===== src/rtl/serial_tx_arbiter.sv =====
// rtl/serial_tx_arbiter.sv - round-robin packet arbiter sharing one serial TX byte channel
// Grants are held per packet; a watchdog reclaims grants from owners that stop strobing.
module serial_tx_arbiter #(
  parameter int NUM_REQ = 2,
  parameter int TIMEOUT = 4096,
  parameter int TO_W    = 16
) (
  input  logic                 clk,
  input  logic                 rst,
  input  logic [NUM_REQ-1:0]   req,
  input  logic [8*NUM_REQ-1:0] req_tx_data,
  input  logic [NUM_REQ-1:0]   req_new_tx_data,
  output logic [NUM_REQ-1:0]   req_tx_busy,
  output logic [NUM_REQ-1:0]   grant,
  output logic [7:0]           ser_tx_data,
  output logic                 ser_new_tx_data,
  input  logic                 ser_tx_busy,
  output logic                 timeout_evt,
  output logic [7:0]           drop_count
);

  localparam int IW = $clog2(NUM_REQ);
  localparam logic [TO_W-1:0] TO_LAST = TO_W'((TIMEOUT > 0) ? TIMEOUT - 1 : 0);
  localparam logic [NUM_REQ-1:0] ONE = NUM_REQ'(1);

  typedef enum logic [1:0] {IDLE, OWNED, RELEASE} state_t;

  state_t              state;
  logic [IW-1:0]       last;
  logic [IW-1:0]       pick;
  logic [IW-1:0]       idx;
  logic                pick_valid;
  logic [TO_W-1:0]     watchdog;
  logic [NUM_REQ-1:0]  dropped;
  logic                accept;
  logic                owner_req;
  logic [7:0]          owner_data;
  logic [3:0]          drop_num;
  logic [8:0]          drop_sum;

  // Busy covers the cycle after a forwarded byte, so strobes can never go out back to back.
  assign req_tx_busy = ~grant | {NUM_REQ{ser_tx_busy | ser_new_tx_data}};
  assign dropped     = req_new_tx_data & req_tx_busy;
  assign accept      = |(req_new_tx_data & ~req_tx_busy);

  always_comb begin
    owner_data = '0;
    owner_req  = 1'b0;
    drop_num   = '0;
    for (int i = 0; i < NUM_REQ; i++) begin
      if (grant[i]) begin
        owner_data = req_tx_data[8*i +: 8];
        owner_req  = req[i];
      end
      if (dropped[i]) drop_num = drop_num + 4'd1;
    end
    drop_sum = {1'b0, drop_count} + {5'b0, drop_num};
  end

  // Scan from farthest to nearest so the entry just after last wins.
  always_comb begin
    pick_valid = 1'b0;
    pick       = '0;
    idx        = '0;
    for (int k = NUM_REQ; k >= 1; k--) begin
      idx = IW'((int'(last) + k) % NUM_REQ);
      if (req[idx]) begin
        pick_valid = 1'b1;
        pick       = idx;
      end
    end
  end

  always_ff @(posedge clk) begin
    if (rst) begin
      state           <= IDLE;
      grant           <= '0;
      last            <= IW'(NUM_REQ - 1);
      watchdog        <= '0;
      ser_tx_data     <= '0;
      ser_new_tx_data <= 1'b0;
      timeout_evt     <= 1'b0;
      drop_count      <= '0;
    end else begin
      ser_new_tx_data <= accept;
      if (accept) ser_tx_data <= owner_data;
      timeout_evt <= 1'b0;
      drop_count  <= drop_sum[8] ? 8'hff : drop_sum[7:0];
      case (state)
        IDLE, RELEASE: begin
          grant <= '0;
          state <= IDLE;
          if (pick_valid) begin
            grant    <= ONE << pick;
            last     <= pick;
            watchdog <= '0;
            state    <= OWNED;
          end
        end
        OWNED: begin
          if (accept) watchdog <= '0;
          else if (watchdog != '1) watchdog <= watchdog + 1'b1;
          if (!owner_req) begin
            grant <= '0;
            state <= RELEASE;
          end else if (TIMEOUT != 0 && !accept && watchdog == TO_LAST) begin
            grant       <= '0;
            timeout_evt <= 1'b1;
            state       <= RELEASE;
          end
        end
        default: begin
          grant <= '0;
          state <= IDLE;
        end
      endcase
    end
  end

endmodule

===== config.mk =====
export PLATFORM = sky130hd
export DESIGN_NAME = serial_tx_arbiter
export DESIGN_NICKNAME = d
export VERILOG_FILES = /design/src/rtl/serial_tx_arbiter.sv
export SDC_FILE = /design/constraint.sdc
export NUM_CORES = 1
export LEC_CHECK = 0
export ABC_AREA = 1
export CORE_UTILIZATION = 50
export CTS_CLUSTER_DIAMETER = 120
export DETAILED_ROUTE_END_ITERATION = 10
export HOLD_SLACK_MARGIN = 0.1
export PLACE_DENSITY = 0.85
export SLEW_MARGIN = 25
export SYNTH_ARGS = -nofsm -noshare
export SYNTH_HDL_FRONTEND = slang
export SYNTH_SLANG_ARGS = --single-unit
export TNS_END_PERCENT = 5

===== constraint.sdc =====
create_clock -name clk -period 4.8 [get_ports clk]
set_clock_uncertainty 0.1 [all_clocks]
set_input_delay 0.48 -clock clk [delete_from_list [all_inputs] [get_ports clk]]
set_output_delay 0.48 -clock clk [all_outputs]
set_load 0.05 [all_outputs]

==> results of run 1 <==
[through the flow]
| step | utilization | cells | hold slack (ps) |
|---|---|---|---|
| final | 0.659 | 406 | 364 |
| after CTS | 0.659 | 406 | 366 |
| after global routing | 0.659 | 406 | 417 |
| after floorplan | - | 314 | 330 |
| after detailed placement | 0.639 | 398 | 349 |
| after global placement | 0.639 | 398 | 352 |
[logic make-up (layout without fill, tap and decap cells)]
kind of cell               count (synthesis)  in the layout  synth area share
AOI/OAI and AO/OA                         47             47             0.125
DFF                                       39             39             0.363
and+or+nand+nor                          177            177             0.377
buffers and inverters                     41             83            0.0815
xor gates and xnor gates                   5              5            0.0204
adders and majority gates                  5              5            0.0326
[layer usage]
layer  vias up  track usage  share of wire
met2        38        0.374           0.49
met5         -            0              0
met3         7       0.0574          0.040
li1       1118            -              -
met1       980        0.303           0.45
met4         0        0.104          0.018
[worst max-delay path: cells and delay by family]
kind	cells	cell delay (ps)
fa+ha+maj	3	860
simple gates	5	690
buf+inv	4	650
compound gates	2	230
[flip-flops by register name (all words and copies together) (netlist names)]
register and flops:
watchdog 16, drop_count 8, ser_tx_data 8, grant 2, state 2, last 1, ser_new_tx_data 1, timeout_evt 1
[cell type report]
class                   instances  area [sq um]  area share
well taps                      50          62.6      0.0234
clock buffers                   7          76.3      0.0285
clock inverters                 1          5.00     0.00187
inverters                      31           116      0.0435
flip-flops and latches         39           781       0.292
repair buffers                 44           440       0.165
multi-input cells             234          1190       0.446
[worst max-delay path by stage]
stage	end	cells after the start	from
floorplan	drop_count[3]	13	grant[0]
global placement	drop_count[3]	14	ser_tx_busy
detailed placement	drop_count[3]	14	ser_tx_busy
CTS	drop_count[3]	14	ser_tx_busy
global route	drop_count[3]	14	ser_tx_busy
finish	drop_count[3]	14	ser_tx_busy
[report_power, final]
group | switching, uW | internal, uW | leakage (uW) | total (uW)
combinational | 102 | 61.1 | 0.000633 | 163
sequential | 18.4 | 341 | 0.000317 | 359
clock | 111 | 102 | 0.0000422 | 213
[cells in the final DEF, fill, tap and decap left out, types with 2 or more instances in the layout]
cell type,instances
nand2_1,68
clkdlybuf4s50_1,44
nand3_1,42
dfxtp_1,39
nor2_1,38
inv_1,29
a21oi_1,20
o21ai_0,11
nor3_1,7
a31oi_1,7
nand2_2,5
xor2_1,5
nand4_1,5
clkbuf_8,5
nor2_4,4
o21bai_1,4
ha_1,4
a21boi_0,2
nor2_2,2
nand2_4,2
or2_2,2
clkbuf_1,2
==> summary.txt, run 1 <==
Clocking
  • Clk slew on worst S/H paths: 70 ps
  • Number of instances resized during post-cts repair: 0
  • Root Driver: clkbuf_8
  • H-tree levels: 2
  • Number of hold buffers added after cts: 0
  • CTS tree: done
  • Clk sinks: 39
  • Clock Path Buffers: 2
  • CTS Buf Count: 5
  • Post-CTS Setup Bufs: 0
  • Clk Latency, worst-skew pair: 290 ps

Synth
  • Avg Inst Size Synth: 6.85 sq um
  • Cell area after synthesis: 0.00215 sq mm
  • EDFF count, synth: 0
  • #FFs+latches synth: 39
  • Commonest cells in the netlist: nand2_1, nand3_1, dfxtp_1
  • Synth area leader: dfxtp_1
  • Yosys warns: 0
  • Top cells by area, synth: dfxtp_1, nand2_1, nand3_1
  • Post-synthesis sequential area ratio: 0.363
  • Synth Flop Type: dfxtp_1
  • Netlist cell types: 31
  • Post-synthesis async set-or-reset flop share: 0
  • Cells after synthesis: 314
  • Yosys top cell area share: 0.363
  • Syn nets: 342
  • Most common cell in the netlist: nand2_1

Timing
  • RSZ-0062 raised after global routing: no
  • Final period utilization: 0.575
  • TNS Setup: 0 ps
  • Final hold violations: 0
  • Fmax achieved: 362 MHz
  • Slew at the pin closest to its max-slew limit: 836 ps
  • Fin crit period: 2760 ps
  • Final Setup Violations: 0
  • Slew margin rel.: 0.441
  • Setup ws final: 2040 ps
  • Max Transition Viols Final: 0

Cells and area
  • Syn-to-layout area delta: 24.4%
  • Finished Cell Area: 0.00268 sq mm
  • Filler cell count: 350
  • Ant diodes: 0
  • Layout cells sized above 1: 0.0618
  • Net count reported at finish: 383

Power
  • Pwr Density: 275 mW/mm^2
  • Lkg Pwr: 0.000992 uW
  • Power Total: 735 uW
  • Worst VDD drop: 0.000145 V

Global route
  • Total GRT Usage: 0.237
  • Antenna violations before repair: 0
  • GR Overflow Total: 0
  • First-pass GRT wire length: 8.10 mm
  • Vias in the first global route: 1809
  • Largest net degree at the start of global routing: 24

Drt
  • Via count: 2143
  • First-pass DRT Iterations: 4
  • Routed vias/inst: 5.28
  • Residual DRC: 0
  • Routed len/inst: 12.1 microns
  • Iteration-0 DRC Markers: 137
  • Drt total wl: 4.92 mm
  • Antenna-violating nets left: 0

Floorplanning
  • I/O pin count: 45
  • Die Area: 0.00457 sq mm
  • Horiz. Die Dim: 67.6 microns
  • Chip height: 67.6 microns
  • Core area: 0.00406 sq mm
  • # rows: 23
  • Initial Utilization: 0.530

Critical path
  • Worst setup EP type: flip-flop
  • Crit-path most repeated cell: inv_1
  • CP cell instances: clkdlybuf4s50_1 > nor2_4 > a21boi_0 > ha_1 > ha_1 > inv_1 > fa_1 > nor2_1 > nand2_1 > inv_1 > nand3_1 > nor3_1 > o21ai_0 > inv_1
  • R2r endpoint: drop_count[3]
  • Crit Path Max Fanout: 6
  • Slowest stage cell on the critical path: clkdlybuf4s50_1
  • Crit-path max cell delay: 440 ps
  • CP required: 4940 ps
  • CP Class: in2reg
  • Reg-to-Reg Start: grant[0]
  • Critical path startpoint category: input port
  • Critical path arrival: 2900 ps
  • Reg2reg setup slack: 2120 ps
  • R2R cell count: 12

Placement
  • Dpl ws: 1710 ps
  • Placer Congestion: 0.867
  • Hpwl dp: 3.66 mm
  • Dpl cell area: 0.00259 sq mm
  • I/O Buffers: 44

Hold path
  • Hold Path Class: reg2reg
  • Hold path depth: 2
  • Worst hold endpoint: last
  • HP Start: last

Outcome
  • Status: finished, final reports clean

Job
  • Max_cap viols: 0
(Power assumes the default switching activity.)
==> inputs of run 2 (changes only) <==
CORE_UTILIZATION = 46   (was 50)
PLACE_DENSITY = 0.83   (was 0.85)
clock period = 2.3 ns   (was 4.8 ns; I/O delays follow)
==> run 2 against run 1 <==
Effect of this change: sequential cell count unchanged; sequential power up 110%; critical path depth down 1; final area up 4.8%; clock power rose to 2.8 times the previous value; via count up 3.9%; non-clock buffer count up 6; utilization down 2.4 points; largest cell class unchanged; highest routed layer unchanged.
==> summary.txt, run 2 (same netlist as run 1, synthesis figures left out) <==
Drt
  • Residual DRC: 0
  • Iteration-0 DRC Markers: 91
  • Drt total wl: 5.28 mm
  • Routed len/inst: 12.7 microns
  • Routed vias/inst: 5.38
  • Via count: 2226
  • First-pass DRT Iterations: 4
  • Antenna-violating nets left: 0

Timing
  • TNS Setup: 0 ps
  • Final Setup Violations: 0
  • Slew at the pin closest to its max-slew limit: 546 ps
  • Final hold violations: 0
  • RSZ-0062 raised after global routing: yes
  • Fin crit period: 2200 ps
  • Max Transition Viols Final: 0
  • Final period utilization: 0.956
  • Setup ws final: 102 ps
  • Slew margin rel.: 0.636
  • Fmax achieved: 455 MHz

Floorplanning
  • I/O pin count: 45
  • Die Area: 0.00495 sq mm
  • Initial Utilization: 0.487
  • Horiz. Die Dim: 70.4 microns
  • # rows: 24
  • Chip height: 70.4 microns
  • Core area: 0.00441 sq mm

Cells and area
  • Non-Filler Instances: 414
  • Ant diodes: 0
  • Max reg flops: 16
  • Largest Register: watchdog
  • Net count reported at finish: 389
  • Largest regs: watchdog: 16 flops, drop_count: 8 flops, ser_tx_data: 8 flops
  • Filler cell count: 395
  • Syn-to-layout area delta: 30.4%
  • Layout cells sized above 1: 0.119
  • Final Core Density: 0.635
  • Most frequent cells in the layout: nand2_1, nand3_1, clkdlybuf4s50_1, nor2_1, dfxtp_1
  • Commonest non-fill, non-tap cell in the layout: nand2_1

Global route
  • Largest net degree at the start of global routing: 23
  • GR Overflow Total: 0
  • First-pass GRT wire length: 9.04 mm
  • Antenna violations before repair: 0
  • Total GRT Usage: 0.225
  • Vias in the first global route: 2053

Critical path
  • WP buf/inv: 3
  • Crit-path max cell delay: 350 ps
  • Delay-heaviest family, CP: adder cells
  • Worst setup EP type: flip-flop
  • Critical path arrival: 2340 ps
  • CP required: 2450 ps
  • CP Class: reg2reg
  • Crit Path Max Fanout: 4
  • CP cell instances: nor2_4 > a21boi_1 > ha_1 > ha_2 > inv_1 > fa_2 > nor2_2 > nand2_2 > inv_2 > nand3_4 > nor3_4 > o21ai_1 > inv_1
  • Crit-path most repeated cell: inv_1
  • Slowest stage cell on the critical path: fa_2
  • Critical path startpoint category: flip-flop

Clocking
  • Post-CTS Setup Bufs: 0
  • H-tree levels: 2
  • Clock Path Buffers: 2
  • CTS Buf Count: 5
  • Clk slew on worst S/H paths: 80 ps
  • Root Driver: clkbuf_8
  • CTS tree: done
  • Clk Latency, worst-skew pair: 300 ps
  • Clk sinks: 39

Power
  • Lkg Pwr: 0.00107 uW
  • Pwr Density: 609 mW/mm^2
  • Worst VDD drop: 0.000442 V
  • Power Total: 1710 uW

Placement
  • Placer Congestion: 0.848
  • I/O Buffers: 44
  • Hpwl dp: 3.77 mm
  • Dpl ws: -283 ps
  • Inst Count DP: 406

Job
  • Max_cap viols: 0

Outcome
  • Status: finished, final reports clean

Hold path
  • Hold Path Class: reg2reg
==> run 2: cell count changes in the layout (fill, tap and decap cells not counted), moves of 2 or more <==
cell             change
a21boi_0             -2
dfxtp_1              -3
clkdlybuf4s50_1      -3
buf_4                +8
nor3_1               -2
clkbuf_1             -2
a21boi_1             +2
dfxtp_4              +2
==> run 2: what timing repair did <==
item,CTS,global route
hold buffers,0,0
endpoints found under the setup margin,0,4
resized for setup,0,10
==> run 2: worst reg2reg max path, delay by kind of cell (launching register included) <==
| kind | cells | cell delay (ps) |
|---|---|---|
| AND/OR/NAND/NOR | 5 | 570 |
| adder cells (fa/ha/maj) | 3 | 800 |
| buffers and inverters | 3 | 200 |
| flip-flops | 1 | 340 |
| AO/OA/AOI/OAI | 2 | 150 |
==> run 2: layout make-up <==
cell class                      count  area [sq um]  share of cell area
Multi-Input combinational cell    234          1230               0.440
Sequential cell                    39           790               0.282
Timing Repair Buffer               50           483               0.172
Inverter                           31           116              0.0415
Clock buffer                        6          82.6              0.0295
Tap cell                           52          65.1              0.0232
Clock inverter                      2          35.0              0.0125
==> run 2: worst paths after layout <==
| kind | cells after the start | slack, ps | start | to |
|---|---|---|---|---|
| worst max-delay path | 13 | 100 | ser_new_tx_data | drop_count[3] |
| worst min-delay path | 2 | 370 | last | last |
| worst max register to register | 13 | 100 | ser_new_tx_data | drop_count[3] |
| worst min register to register | 2 | 370 | last | last |
==> run 2: report_power, final <==
group	switching (uW)	leakage [uW]	total (uW)	internal (uW)
logic	228	0.000685	365	137
registers	29.6	0.000319	740	711
clock network	251	0.0000612	602	351
==> run 2: per-stage QoR <==
step	area, sq um	hold slack [ps]
CTS	2780	374
floorplan	2200	208
global route	2800	402
finish	2800	371
detailed placement	2660	357
global placement	2660	352
==> run 2: per-layer routing <==
layer  track usage  share of wire  vias to the layer above
li1              -              -                     1124
met1         0.275           0.44                     1038
met2         0.385           0.50                       55
met3        0.0433          0.047                        9
met4        0.0889          0.014                        0
met5             0              0                        -
